## src/rtl/core_pkg.sv

```systemverilog
// rtl/core_pkg.sv - shared decode types, opcodes and ALU/result encodings for the integer core
package core_pkg;

    typedef enum logic [3:0] {
        ALU_ADD   = 4'd0,
        ALU_SUB   = 4'd1,
        ALU_SLL   = 4'd2,
        ALU_SLT   = 4'd3,
        ALU_SLTU  = 4'd4,
        ALU_XOR   = 4'd5,
        ALU_SRL   = 4'd6,
        ALU_SRA   = 4'd7,
        ALU_OR    = 4'd8,
        ALU_AND   = 4'd9,
        ALU_PASSB = 4'd10
    } alu_ctrl_e;

    typedef struct packed {
        logic       reg_write;
        logic [1:0] result_src;
        logic       mem_write;
        logic       jump;
        logic       branch;
        alu_ctrl_e  alu_ctrl;
        logic       alu_src;
    } decode_ctrl_t;

    localparam logic [1:0] RES_ALU = 2'd0;
    localparam logic [1:0] RES_MEM = 2'd1;
    localparam logic [1:0] RES_PC4 = 2'd2;

    localparam logic [6:0] OPC_LUI    = 7'b0110111;
    localparam logic [6:0] OPC_AUIPC  = 7'b0010111;
    localparam logic [6:0] OPC_JAL    = 7'b1101111;
    localparam logic [6:0] OPC_JALR   = 7'b1100111;
    localparam logic [6:0] OPC_BRANCH = 7'b1100011;
    localparam logic [6:0] OPC_LOAD   = 7'b0000011;
    localparam logic [6:0] OPC_STORE  = 7'b0100011;
    localparam logic [6:0] OPC_OPIMM  = 7'b0010011;
    localparam logic [6:0] OPC_OP     = 7'b0110011;

    // alt selects SUB/SRA, i.e. funct7[5] where that bit is meaningful
    function automatic alu_ctrl_e alu_from_funct3(input logic [2:0] f3, input logic alt);
        case (f3)
            3'd0:    return alt ? ALU_SUB : ALU_ADD;
            3'd1:    return ALU_SLL;
            3'd2:    return ALU_SLT;
            3'd3:    return ALU_SLTU;
            3'd4:    return ALU_XOR;
            3'd5:    return alt ? ALU_SRA : ALU_SRL;
            3'd6:    return ALU_OR;
            default: return ALU_AND;
        endcase
    endfunction

endpackage

```

## src/rtl/regfile.sv

```systemverilog
// rtl/regfile.sv - 2R1W register file, x0 hardwired to zero, optional write-to-read bypass
module regfile #(
    parameter int XLEN      = 32,
    parameter int REG_COUNT = 32,
    parameter int RF_BYPASS = 1
) (
    input  logic            clk,
    input  logic [4:0]      raddr1,
    input  logic [4:0]      raddr2,
    output logic [XLEN-1:0] rdata1,
    output logic [XLEN-1:0] rdata2,
    input  logic            we,
    input  logic [4:0]      waddr,
    input  logic [XLEN-1:0] wdata
);

    localparam int AW = $clog2(REG_COUNT);

    logic [XLEN-1:0] mem [REG_COUNT];

    function automatic logic in_range(input logic [4:0] a);
        return 32'(a) < REG_COUNT;
    endfunction

    function automatic logic [XLEN-1:0] read_port(input logic [4:0] a);
        if (a == 5'd0 || !in_range(a))
            return '0;
        if (RF_BYPASS != 0 && we && waddr == a)
            return wdata;
        return mem[a[AW-1:0]];
    endfunction

    always_ff @(posedge clk) begin
        if (we && waddr != 5'd0 && in_range(waddr))
            mem[waddr[AW-1:0]] <= wdata;
    end

    always_comb rdata1 = read_port(raddr1);
    always_comb rdata2 = read_port(raddr2);

endmodule

```

## src/rtl/decode_stage.sv

```systemverilog
// rtl/decode_stage.sv - RV32I/E instruction decode, register read and ID/EX pipeline register
module decode_stage
    import core_pkg::*;
#(
    parameter int XLEN      = 32,
    parameter int REG_COUNT = 32,
    parameter int RF_BYPASS = 1
) (
    input  logic            clk,
    input  logic            rst,
    input  logic            valid_f,
    input  logic [31:0]     instr_f,
    input  logic [XLEN-1:0] pc_f,
    input  logic [XLEN-1:0] pc4_f,
    input  logic            stall,
    input  logic            flush,
    input  logic            wb_we,
    input  logic [4:0]      wb_rd,
    input  logic [XLEN-1:0] wb_data,
    output logic            valid_e,
    output decode_ctrl_t    ctrl_e,
    output logic            illegal_e,
    output logic [4:0]      rs1_e,
    output logic [4:0]      rs2_e,
    output logic [4:0]      rd_e,
    output logic [XLEN-1:0] rd1_e,
    output logic [XLEN-1:0] rd2_e,
    output logic [XLEN-1:0] imm_e,
    output logic [XLEN-1:0] pc_e,
    output logic [XLEN-1:0] pc4_e
);

    logic [6:0] opcode, funct7;
    logic [2:0] funct3;
    logic [4:0] rs1, rs2, rd;

    assign opcode = instr_f[6:0];
    assign funct3 = instr_f[14:12];
    assign funct7 = instr_f[31:25];
    assign rs1    = instr_f[19:15];
    assign rs2    = instr_f[24:20];
    assign rd     = instr_f[11:7];

    logic [XLEN-1:0] rf_rd1, rf_rd2;

    regfile #(.XLEN(XLEN), .REG_COUNT(REG_COUNT), .RF_BYPASS(RF_BYPASS)) u_regfile (
        .clk    (clk),
        .raddr1 (rs1),
        .raddr2 (rs2),
        .rdata1 (rf_rd1),
        .rdata2 (rf_rd2),
        .we     (wb_we),
        .waddr  (wb_rd),
        .wdata  (wb_data)
    );

    logic [11:0]     imm_i_raw, imm_s_raw;
    logic [12:0]     imm_b_raw;
    logic [20:0]     imm_j_raw;
    logic [31:0]     imm_u_raw;
    logic [XLEN-1:0] imm_i, imm_s, imm_b, imm_u, imm_j;

    assign imm_i_raw = instr_f[31:20];
    assign imm_s_raw = {instr_f[31:25], instr_f[11:7]};
    assign imm_b_raw = {instr_f[31], instr_f[7], instr_f[30:25], instr_f[11:8], 1'b0};
    assign imm_j_raw = {instr_f[31], instr_f[19:12], instr_f[20], instr_f[30:21], 1'b0};
    assign imm_u_raw = {instr_f[31:12], 12'h000};
    assign imm_i = XLEN'($signed(imm_i_raw));
    assign imm_s = XLEN'($signed(imm_s_raw));
    assign imm_b = XLEN'($signed(imm_b_raw));
    assign imm_j = XLEN'($signed(imm_j_raw));
    assign imm_u = XLEN'($signed(imm_u_raw));

    function automatic logic idx_oob(input logic [4:0] idx);
        return 32'(idx) >= REG_COUNT;
    endfunction

    decode_ctrl_t    ctrl_d;
    logic            illegal_d;
    logic [XLEN-1:0] imm_d;
    logic            use_rs1, use_rs2, use_rd;

    always_comb begin
        ctrl_d    = '0;
        illegal_d = 1'b0;
        imm_d     = '0;
        use_rs1   = 1'b0;
        use_rs2   = 1'b0;
        use_rd    = 1'b0;
        case (opcode)
            OPC_LUI: begin
                ctrl_d.reg_write = 1'b1; ctrl_d.alu_ctrl = ALU_PASSB; ctrl_d.alu_src = 1'b1;
                imm_d = imm_u; use_rd = 1'b1;
            end
            OPC_AUIPC: begin
                ctrl_d.reg_write = 1'b1; ctrl_d.alu_src = 1'b1;
                imm_d = imm_u; use_rd = 1'b1;
            end
            OPC_JAL: begin
                ctrl_d.reg_write = 1'b1; ctrl_d.result_src = RES_PC4; ctrl_d.jump = 1'b1;
                ctrl_d.alu_src = 1'b1; imm_d = imm_j; use_rd = 1'b1;
            end
            OPC_JALR: begin
                ctrl_d.reg_write = 1'b1; ctrl_d.result_src = RES_PC4; ctrl_d.jump = 1'b1;
                ctrl_d.alu_src = 1'b1; imm_d = imm_i; use_rd = 1'b1; use_rs1 = 1'b1;
            end
            OPC_BRANCH: begin
                ctrl_d.branch = 1'b1; ctrl_d.alu_ctrl = ALU_SUB;
                imm_d = imm_b; use_rs1 = 1'b1; use_rs2 = 1'b1;
            end
            OPC_LOAD: begin
                ctrl_d.reg_write = 1'b1; ctrl_d.result_src = RES_MEM; ctrl_d.alu_src = 1'b1;
                imm_d = imm_i; use_rd = 1'b1; use_rs1 = 1'b1;
            end
            OPC_STORE: begin
                ctrl_d.mem_write = 1'b1; ctrl_d.alu_src = 1'b1;
                imm_d = imm_s; use_rs1 = 1'b1; use_rs2 = 1'b1;
            end
            OPC_OPIMM: begin
                // funct7 only carries meaning for the shift-immediate forms
                ctrl_d.reg_write = 1'b1; ctrl_d.alu_src = 1'b1;
                ctrl_d.alu_ctrl  = alu_from_funct3(funct3, funct3 == 3'd5 && funct7[5]);
                illegal_d = (funct3 == 3'd1 && funct7 != 7'h00) ||
                            (funct3 == 3'd5 && funct7 != 7'h00 && funct7 != 7'h20);
                imm_d = imm_i; use_rd = 1'b1; use_rs1 = 1'b1;
            end
            OPC_OP: begin
                ctrl_d.reg_write = 1'b1;
                ctrl_d.alu_ctrl  = alu_from_funct3(funct3, funct7[5]);
                illegal_d = !(funct7 == 7'h00 ||
                              (funct7 == 7'h20 && (funct3 == 3'd0 || funct3 == 3'd5)));
                use_rd = 1'b1; use_rs1 = 1'b1; use_rs2 = 1'b1;
            end
            default: illegal_d = 1'b1;
        endcase
        if ((use_rs1 && idx_oob(rs1)) || (use_rs2 && idx_oob(rs2)) || (use_rd && idx_oob(rd)))
            illegal_d = 1'b1;
        if (illegal_d)
            ctrl_d = '0;
    end

    always_ff @(posedge clk) begin
        if (rst) begin
            valid_e   <= 1'b0;
            ctrl_e    <= '0;
            illegal_e <= 1'b0;
            rs1_e     <= '0;
            rs2_e     <= '0;
            rd_e      <= '0;
            rd1_e     <= '0;
            rd2_e     <= '0;
            imm_e     <= '0;
            pc_e      <= '0;
            pc4_e     <= '0;
        end else if (flush) begin
            valid_e   <= 1'b0;
            ctrl_e    <= '0;
            illegal_e <= 1'b0;
        end else if (stall) begin
            // keep held operands coherent with write-backs that land while we wait
            if (wb_we && wb_rd != 5'd0 && wb_rd == rs1_e)
                rd1_e <= wb_data;
            if (wb_we && wb_rd != 5'd0 && wb_rd == rs2_e)
                rd2_e <= wb_data;
        end else begin
            valid_e   <= valid_f;
            ctrl_e    <= valid_f ? ctrl_d : '0;
            illegal_e <= valid_f & illegal_d;
            rs1_e     <= rs1;
            rs2_e     <= rs2;
            rd_e      <= rd;
            rd1_e     <= rf_rd1;
            rd2_e     <= rf_rd2;
            imm_e     <= imm_d;
            pc_e      <= pc_f;
            pc4_e     <= pc4_f;
        end
    end

endmodule
```

## config.mk

```make
export PLATFORM = sky130hd
export DESIGN_NAME = decode_stage
export DESIGN_NICKNAME = d
export VERILOG_FILES = /design/src/rtl/core_pkg.sv /design/src/rtl/regfile.sv /design/src/rtl/decode_stage.sv
export SDC_FILE = /design/constraint.sdc
export NUM_CORES = 2
export LEC_CHECK = 0
export ABC_AREA = 0
export BUFFER_PORTS_ARGS = -buffer_cell sky130_fd_sc_hd__buf_2
export CAP_MARGIN = 20
export CELL_PAD_IN_SITES_DETAIL_PLACEMENT = 1
export CELL_PAD_IN_SITES_GLOBAL_PLACEMENT = 2
export CORE_MARGIN = 1.5
export CORE_UTILIZATION = 50
export CTS_CLUSTER_DIAMETER = 100
export CTS_CLUSTER_SIZE = 10
export DETAILED_ROUTE_END_ITERATION = 8
export GPL_TIMING_DRIVEN = 0
export PLACE_DENSITY_LB_ADDON = 0.1
export SYNTH_ARGS = -nofsm -noshare
export SYNTH_HDL_FRONTEND = slang
export SYNTH_SLANG_ARGS = --single-unit
```

## constraint.sdc

```tcl
create_clock -name clk -period 10.98 [get_ports clk]
set_input_delay 1.647 -clock clk [delete_from_list [all_inputs] [get_ports clk]]
set_output_delay 1.647 -clock clk [all_outputs]
set_load 0.005 [all_outputs]
```

==> reports/metrics.cfg <==
[run_status]
status=finished clean

[synthesis]
synth_cells=3243
synth_ff_type=edfxtp_1
synth_top_area_cell=edfxtp_1
yosysMostFrequentCell=edfxtp_1
yosysUniqueCellTypes=56
yosys.area_share.xor_xnor_pct=0.319
yosys-top-cells-count=1024 x edfxtp_1, 511 x mux4_2, 301 x nand2_1
synthTopCellsByArea=edfxtp_1 56%, mux4_2 21%, dfxtp_1 6.9%, mux2i_1 2.7%, nand2_1 2.1%
synth-simple-area-share_pct=4.04
synth_top_area_share_pct=56.0
synthMuxAreaShare_pct=24.0
ys_async_sr_fraction_pct=0
synthAdderAreaFrac_pct=0
synth_edf_count=1024
ys_warn_count=0
seq_area_frac_synth_pct=62.8
ys_seq_elements=1212
synth_top_family_by_area=multiplexers
synth-compound-area-share_pct=6.36
netlist_area_um2=54900
syn_area_per_cell_um2=16.9

[min_path]
whs_path_depth=2
hold_start=pc_e[1]$_SDFFE_PP0P_
worstHoldEndpoint=pc_e[1]$_SDFFE_PP0P_
hold_class=flip-flop to flip-flop

[global_routing]
antenna_found_initial=12
grt_pass1_vias=38151
grt_pass1_wl_um=294000
grt_overflow=0
grtUsageTotal_pct=38.2
grt_max_degree=37

[clock_tree]
cts_repair_resize_count=0
clkSinkCount=1212
clkTransAtPathRegs_ps=50
h-tree-depth=4
cts_tree=built
numCtsBuffers=139
cts.path.max_buffers=3
clock_latency_ps=770
hold_buffers=0
post-cts-setup-buffers=0
clockRootBuffer=clkbuf_16

[floorplanning]
core_area_um2=109000
die_width_um=334
fp-row-count=121
initial_core_util_pct=50.4
die_y_um=334
die_area_um2=112000
num_io_pins=327

[drt]
first_pass_iters=5
vias=37765
wl_per_cell_um=40.1
via_per_inst=7.11
drt_iter0_drc=5486
postRouteAntennaNets=0
wl_um=213000
drc=0

[sta]
fin_ws_ps=6200
tightestPinTransition_ps=1300
fin_crit_sh_pct=43.6
skew_ps=20.0
setup_violations=0
rsz0062_at_grt=false
max_freq_mhz=209
fin_crit_ps=4780
tns_ps=0
finalHoldViolCount=0
slew_headroom_pct=13.6
finalMaxSlewViolations=0

[placed_design]
gp_congestion=0.914
portBuffers=312
dp_hpwl_um=146000
dp_slack_ps=5680
dpl_cell_area_um2=59600

[layout]
final_area_um2=63700
n_fill_cell=9929
syn2layout_area_growth_pct=16.0
ff_latch_area_um2=34500
fin_nets=3925
drive_above_1_share_pct=30.6
final_util_pct=58.5
multiInputGateArea_um2=19400

[power]
switching_share_pct=24.8
power_frac_seq_pct=49.0
p_total_mw=10.5
clkPwrFrac_pct=41.2
p_int_mw=7.88
powerDensity_nw_per_um2=164
leakagePower_nw=21.4
vdd_drop_max_uv=140
pwr-share-comb_pct=9.8
netSwitchingPower_mw=2.59

[setup_path]
regToRegEndpoint=rd1_e[25]$_SDFFE_PP0P_
crit_required_ps=11680
critical_path_class=input port to flip-flop
crit_fanout=10
r2r-start=rs1_e[4]$_SDFFE_PP0P_
worstSetupEndpointType=flip-flop
crit_arrival_ps=5490
cp-start-kind=input port
r2r_slack_ps=8240
reg2reg_depth=6

[job]
maxCapViolations=0

## per-layer routing
metal  vias to the layer above  part of all wire, %  track usage, %
met2                      2978                   46            59.2
met4                         6                  5.6            19.7
met3                       559                   12            10.6
met1                     19795                   36            49.7
met5                         -                0.018               0
li1                      14427                    -               -
## critical path, stage by stage
cell,delay (ps)
buf_2,460
buf_2,510
clkbuf_1,830
clkbuf_1,1020
a211oi_1,260
nor3_1,530
a221o_1,180
## worst max path at each step
stage,slack [ps],start,cells past startpoint,endpoint
after global routing,6250,instr_f[24],9,rd2_e[6]$_SDFFE_PP0P_
after global placement,1440,wb_rd[3],5,u_regfile.mem[21][9]$_DFFE_PP_
final,6200,instr_f[19],7,rd1_e[10]$_SDFFE_PP0P_
after floorplan,5690,wb_rd[3],5,u_regfile.mem[22][0]$_DFFE_PP_
after CTS,6460,instr_f[19],7,rd1_e[10]$_SDFFE_PP0P_
after detailed placement,5680,instr_f[19],7,rd1_e[10]$_SDFFE_PP0P_
## kinds of logic (layout without fill, tap and decap cells)
logic type,count (synthesis),in the layout
mux,677,677
flops,1212,1212
xor+xnor,20,20
compound gates,519,519
simple gates,537,537
other cells,1,40
buf+inv,277,894
## state kept, by name (all words and copies together) (netlist names)
name / cells
u_regfile.mem: 1024
imm_e: 32
pc4_e: 32
pc_e: 32
rd1_e: 32
rd2_e: 32
ctrl_e: 11
rd_e: 5
rs1_e: 5
rs2_e: 5
illegal_e: 1
valid_e: 1
## power by group through the flow
stage | logic (mW) | registers [mW] | clock network (mW)
final | 1.03 | 5.13 | 4.31
after floorplan | 0.531 | 5.20 | 0
after CTS | 1.01 | 5.13 | 4.32
after detailed placement | 1.00 | 5.22 | 0
after global placement | 0.959 | 5.21 | 0
after global routing | 1.06 | 5.13 | 4.47
## metrics by stage
| step | hold slack [ps] | cells |
|---|---|---|
| 2_1_floorplan | 448 | 3274 |
| 6_report | 453 | 5313 |
| 4_1_cts | 449 | 5302 |
| 5_1_grt | 469 | 5307 |
| 3_3_place_gp | 438 | 5000 |
| 3_5_place_dp | 443 | 5056 |
## layout by cell type, fill, tap and decap left out, types with 9 or more instances in the layout
cell | netlist | layout
a221oi_1 | 64 | 64
buf_2 | 66 | 378
buf_12 | 0 | 25
nor2_1 | 145 | 117
xor2_1 | 15 | 15
buf_6 | 20 | 32
buf_8 | 0 | 12
a21o_1 | 12 | 12
nor2_4 | 0 | 28
clkbuf_16 | 0 | 143
o21ai_0 | 110 | 110
a211oi_1 | 65 | 64
mux4_2 | 511 | 511
conb_1 | 1 | 32
mux2_2 | 18 | 18
nand2_1 | 301 | 301
buf_1 | 24 | 24
nand3_1 | 25 | 25
buf_4 | 13 | 14
edfxtp_1 | 1024 | 1024
clkbuf_1 | 147 | 241
a21oi_1 | 154 | 154
mux2i_1 | 148 | 148
nor3_1 | 28 | 27
a221o_1 | 62 | 62
buf_16 | 0 | 9
dfxtp_1 | 188 | 188
a22o_1 | 13 | 13
## final cells by class
cell class | count | area share (%)
inverters | 7 | 0.0412
diodes | 8 | 0.0314
multi-input cells | 1785 | 30.5
flip-flops and latches | 1212 | 54.2
plain buffers | 270 | 2.03
well taps | 1414 | 2.78
clock buffers | 237 | 6.17
clock inverters | 9 | 0.147
repair buffers | 371 | 4.13
(Power assumes the default switching activity.)
